<file path="config.mk">
export PLATFORM = sky130hd
export DESIGN_NAME = imem_arbiter
export DESIGN_NICKNAME = d
export VERILOG_FILES = /design/src/rtl/imem_arb_pkg.sv /design/src/rtl/imem_arbiter.sv
export SDC_FILE = /design/constraint.sdc
export NUM_CORES = 1
export LEC_CHECK = 0
export ABC_CLOCK_PERIOD_IN_PS = 2300
export CORE_ASPECT_RATIO = 0.9
export CORE_MARGIN = 3
export CORE_UTILIZATION = 27
export DETAILED_ROUTE_END_ITERATION = 10
export PLACE_DENSITY = 0.91
export RECOVER_POWER = 100
export SLEW_MARGIN = 20
export SYNTH_ARGS = -nofsm -noshare
export SYNTH_HDL_FRONTEND = slang
export SYNTH_SLANG_ARGS = --single-unit
export TNS_END_PERCENT = 30
</file>
<file path="constraint.sdc">
create_clock -name clk -period 2.3 [get_ports clk]
set_input_delay 0.23 -clock clk [delete_from_list [all_inputs] [get_ports clk]]
set_output_delay 0.23 -clock clk [all_outputs]
set_load 0.05 [all_outputs]
</file>
<file path="src/rtl/imem_arb_pkg.sv">
// Shared widths and enumerations for the instruction-memory arbiter.
// The FSM and read-owner encodings are kept here so the bench and RTL agree.
package imem_arb_pkg;

  localparam int IMEM_AW  = 11;
  localparam int IMEM_DW  = 32;
  localparam int WR_CNT_W = 12;

  // Loader write counter stops here instead of wrapping.
  localparam logic [WR_CNT_W-1:0] WR_CNT_MAX = 12'd2048;

  typedef enum logic [1:0] {
    HALT,
    RUN,
    DRAIN
  } arb_state_t;

  typedef enum logic {
    OWN_FETCH,
    OWN_LD
  } owner_t;

endpackage

</file>
<file path="src/rtl/imem_arbiter.sv">
// Single-port instruction memory arbiter between the CPU fetch stage and a loader/debug port.
// A HALT/RUN/DRAIN FSM gates fetch access; the loader wins ties unless it won the previous cycle.
module imem_arbiter
  import imem_arb_pkg::*;
(
  input  logic               clk,
  input  logic               rst,
  input  logic               run_req,
  input  logic               halt_req,
  input  logic               fetch_req,
  input  logic [IMEM_AW-1:0] fetch_addr,
  output logic               fetch_gnt,
  output logic               fetch_rvalid,
  output logic               pc_write_en,
  input  logic               ld_req,
  input  logic               ld_wr,
  input  logic [IMEM_AW-1:0] ld_addr,
  input  logic [IMEM_DW-1:0] ld_wdata,
  output logic               ld_gnt,
  output logic               ld_rvalid,
  output logic [IMEM_AW-1:0] mem_addr,
  output logic [IMEM_DW-1:0] mem_data,
  output logic               mem_rden,
  output logic               mem_wren,
  input  logic [IMEM_DW-1:0] mem_q,
  output logic               cpu_run,
  output logic [WR_CNT_W-1:0] ld_wr_count
);

  arb_state_t          state_q, state_d;
  logic                last_ld_q, last_ld_d;
  logic                rd_pending_q, rd_pending_d;
  owner_t              rd_owner_q, rd_owner_d;
  logic [WR_CNT_W-1:0] wr_cnt_q, wr_cnt_d;

  logic fetch_win;
  logic ld_win;
  logic unused_mem_q;

  // Read data goes straight to the requesters; only the rvalid strobes come from here.
  assign unused_mem_q = ^mem_q;

  always_ff @(posedge clk or negedge rst) begin
    if (!rst) begin
      state_q      <= HALT;
      last_ld_q    <= 1'b0;
      rd_pending_q <= 1'b0;
      rd_owner_q   <= OWN_FETCH;
      wr_cnt_q     <= '0;
    end else begin
      state_q      <= state_d;
      last_ld_q    <= last_ld_d;
      rd_pending_q <= rd_pending_d;
      rd_owner_q   <= rd_owner_d;
      wr_cnt_q     <= wr_cnt_d;
    end
  end

  // A grant raised in the last RUN cycle is still honoured; DRAIN lets its data return.
  always_comb begin
    state_d   = state_q;
    fetch_win = 1'b0;
    ld_win    = 1'b0;
    unique case (state_q)
      HALT: begin
        ld_win = ld_req;
        if (run_req) begin
          state_d = RUN;
        end
      end
      RUN: begin
        if (fetch_req && ld_req) begin
          ld_win    = !last_ld_q;
          fetch_win = last_ld_q;
        end else begin
          ld_win    = ld_req;
          fetch_win = fetch_req;
        end
        if (halt_req) begin
          state_d = DRAIN;
        end
      end
      DRAIN: begin
        state_d = HALT;
      end
      default: begin
        state_d = HALT;
      end
    endcase
  end

  // Grants are forced low while reset is held, even though the loader could win in HALT.
  assign ld_gnt      = ld_win & rst;
  assign fetch_gnt   = fetch_win & rst;
  assign pc_write_en = fetch_gnt;
  assign cpu_run     = (state_q == RUN);

  always_comb begin
    mem_addr = '0;
    mem_data = '0;
    mem_rden = 1'b0;
    mem_wren = 1'b0;
    if (ld_gnt) begin
      mem_addr = ld_addr;
      if (ld_wr) begin
        mem_wren = 1'b1;
        mem_data = ld_wdata;
      end else begin
        mem_rden = 1'b1;
      end
    end else if (fetch_gnt) begin
      mem_addr = fetch_addr;
      mem_rden = 1'b1;
    end
  end

  always_comb begin
    rd_pending_d = mem_rden;
    rd_owner_d   = rd_owner_q;
    if (fetch_gnt) begin
      rd_owner_d = OWN_FETCH;
    end else if (ld_gnt && !ld_wr) begin
      rd_owner_d = OWN_LD;
    end
    last_ld_d = ld_gnt;
    wr_cnt_d  = wr_cnt_q;
    if (mem_wren && (wr_cnt_q != WR_CNT_MAX)) begin
      wr_cnt_d = wr_cnt_q + 1'b1;
    end
  end

  assign fetch_rvalid = rd_pending_q && (rd_owner_q == OWN_FETCH);
  assign ld_rvalid    = rd_pending_q && (rd_owner_q == OWN_LD);
  assign ld_wr_count  = wr_cnt_q;

endmodule

</file>
==> results by group <==
Status
  • Status: finished clean

Routing
  • Vias: 1,449
  • DRC Markers: 0
  • Antenna-violating nets left: 0
  • WL/cell: 16.2 um
  • DR iter-0 viols: 36
  • Final wirelength: 4.84 mm
  • Vias per cell: 4.85
  • Detailed Routing Iterations Pass 1: 3

Floorplan
  • Die ar.: 0.00510 sq mm
  • Core area: 0.00392 sq mm
  • FP Rows: 21
  • Boundary pin count: 156
  • DIE WIDTH: 75.0 um
  • Initial Util: 29.5%
  • Die Span Y: 68.1 um

Global routing
  • Vias in the first global route: 1,485
  • GRT Total Usage: 18.2%
  • Largest net degree at the start of global routing: 33
  • Initial antenna violation count: 0
  • Overflow after GRT: 0
  • First-pass GRT wire length: 7.13 mm

Clock network
  • Cts hold-fix bufs: 0
  • Reg clk slew, reported paths: 60 ps
  • CTS Buf Count: 3
  • Maximum root-to-sink buffer count: 2
  • H-tree depth: 1
  • Post-CTS Setup Bufs: 0
  • CTS tree: yes
  • Latest clock arrival within the worst-skew pair: 250 ps
  • CTS root buf: clkbuf_8
  • Post-CTS sizing: 0
  • CTS sink cnt: 17

Power
  • Seq pwr share: 30.9%
  • Pleak: 1.32 nW
  • Total power: 1.39 mW
  • Internal power: 772 uW
  • PwrDens: 531 mW/mm^2
  • Clock power share: 15.8%
  • Maximum VDD drop: 0.000733 V
  • Psw: 620 uW
  • Sw Share: 44.5%
  • Logic gate share of total power: 53.3%

Synth
  • Area contributors post-synth: dfrtp_1 (37%), and3_1 (18%), a22o_1 (8.3%)
  • Post-synthesis sequential area ratio: 36.8%
  • Most common flop cell mapped by yosys: dfrtp_1
  • Netlist cell types: 28
  • Synth area leader: dfrtp_1
  • Mapped cell area: 0.00116 sq mm
  • Synth top area share: 36.8%
  • Number of flops mapped to enable cells by yosys: 0
  • Yosys reg bits: 17
  • Synth Warn #: 0
  • Synth Instances: 130
  • Syn_nets: 225
  • Avg Cell Area, Syn: 8.89 sq um
  • FFs w/ async S/R, synth: 100%

Layout
  • Multi-input gate area: 666 sq um
  • Post-Layout Cell Count: 299
  • Layout cells sized above 1: 22.5%
  • Synthesis-to-layout area growth: 127%
  • Filler Cell Count: 279
  • Nets@finish: 349
  • Seq. cell area: 425 sq um
  • Final instance area: 0.00262 sq mm
  • Antenna diodes: 0

Critical path
  • R2r endpoint: ld_wr_count[1]$_DFFE_PN0P_
  • CP Launch Type: flop
  • CP delay by family, top: buffers and inverters
  • Cells along the critical path: nor2b_1, dlygate4sd3_1
  • Worst path max stage delay: 950 ps
  • Crit path kind: flop to primary output
  • Worst setup EP type: primary output
  • Slowest cell on crit path: dlygate4sd3_1
  • Buf+Inv Stages, Crit Path: 1
  • Reg2Reg Setup Slack: 510 ps
  • Critical Path AT: 1940 ps
  • R2R Path Start: ld_wr_count[0]$_DFFE_PN0P_
  • Worst R2R Path Depth: 6
  • CP max FO: 5
  • Worst EP required: 2070 ps

STA
  • Max Transition Viols Final: 0
  • Achievable frequency: 461 MHz
  • RSZ-0062 raised after global routing: no
  • Final-report setup violation count: 0
  • Period utilisation layout: 94.3%
  • Hold Vio Cnt, Final: 0
  • Worst Skew: 2.52 ps
  • Slew headroom: 44.1%
  • Final Critical Period: 2170 ps
  • Worst Tran Pin Value: 838 ps
  • Total negative slack: 0 ps

Placement
  • RePlAce Congestion: 0.821
  • Input/output buffers: 123
  • Placed cells: 295
  • Placed instance area: 0.00293 sq mm
  • Detailed Place HPWL: 4.10 mm

Flow run
  • Max-Cap Viols: 0

Min path
  • Hold Path Class: primary input to async pin
==> worst reg2reg max path, cell delays in order, from the launching register on <==
cell and delay (ps):
dfrtp_1 430, inv_1 80, ha_1 150, nor4b_1 300, nand4_1 210, nand2_1 160, mux2_2 350
==> sequential cells by signal (all words and copies together) (netlist names) <==
| signal | flops |
|---|---|
| rd_owner_q | 1 |
| rd_pending_q | 1 |
| ld_wr_count | 12 |
| last_ld_q | 1 |
| state_q | 2 |
==> placed cells by master, fill, tap and decap left out, types with 4 or more instances in the layout <==
cell             count
clkdlybuf4s50_1     59
and3_1              34
buf_12              25
clkbuf_2            22
dfrtp_1             17
dlygate4sd3_1       16
a22o_1              11
nand2_1              9
xnor2_1              7
inv_1                6
nand3_1              5
nor2_1               5
xor2_1               4
nor4_1               4
buf_4                4
==> cell families (layout without fill, tap and decap cells) <==
family | Yosys count | in the layout | share of synthesized area [%]
compound gates | 14 | 14 | 10.4
xor+xnor | 11 | 11 | 8.33
fa+ha+maj | 2 | 2 | 2.16
buf+inv | 15 | 138 | 5.41
flops | 17 | 17 | 36.8
mux | 2 | 2 | 1.84
simple gates | 69 | 69 | 35.1
==> metrics by stage <==
stage / setup WS [ps] / util [%] / hold slack, ps
CTS: 266 / 76.0 / 205
global placement: 317 / 74.8 / 459
finish: 131 / 67.0 / 272
global route: 91.0 / 67.0 / 282
detailed placement: 272 / 74.8 / 467
floorplan: 165 / - / -65.6
==> final cells by class <==
cell class | count | area share (%)
Multi-Input combinational cell | 98 | 25.4
Clock buffer | 4 | 1.72
Inverter | 6 | 0.858
Sequential cell | 17 | 16.2
Timing Repair Buffer | 128 | 53.6
Tap cell | 46 | 2.19
==> synth_stat cells, types with 3 or more instances <==
master and instances:
nand4_1 3, inv_1 6, nor4_1 4, nand3_1 5, clkbuf_1 6, a22o_1 11
nor2_1 5, and3_1 34, xnor2_1 7, dfrtp_1 17, xor2_1 4, nand2_1 8
==> power by group through the flow <==
stage / clock network [mW] / logic [mW] / registers, mW
after floorplan: 0 / 0.292 / 0.565
after global placement: 0 / 0.821 / 0.431
after detailed placement: 0 / 0.846 / 0.436
after CTS: 0.224 / 0.849 / 0.432
after global routing: 0.236 / 0.781 / 0.441
final: 0.220 / 0.742 / 0.431
==> layer usage <==
metal  vias up  global-route usage (%)  wire [um]
li1        712                       -          -
met1       666                    19.2       1670
met2        67                    36.2       2710
met3         4                    6.02        434
met4         0                    1.11         29
met5         -                       0          0
==> worst max-delay path by stage <==
stage | cells after the start | slack, ps | start | endpoint
floorplan | 4 | 160 | state_q[1]$_DFFE_PN0P_ | mem_addr[3]
global placement | 5 | 320 | rst | mem_data[4]
detailed placement | 5 | 270 | rst | mem_data[10]
CTS | 5 | 270 | rst | mem_data[15]
global route | 5 | 90 | rst | mem_data[23]
finish | 2 | 130 | state_q[1]$_DFFE_PN0P_ | cpu_run
(Power assumes the default switching activity.)
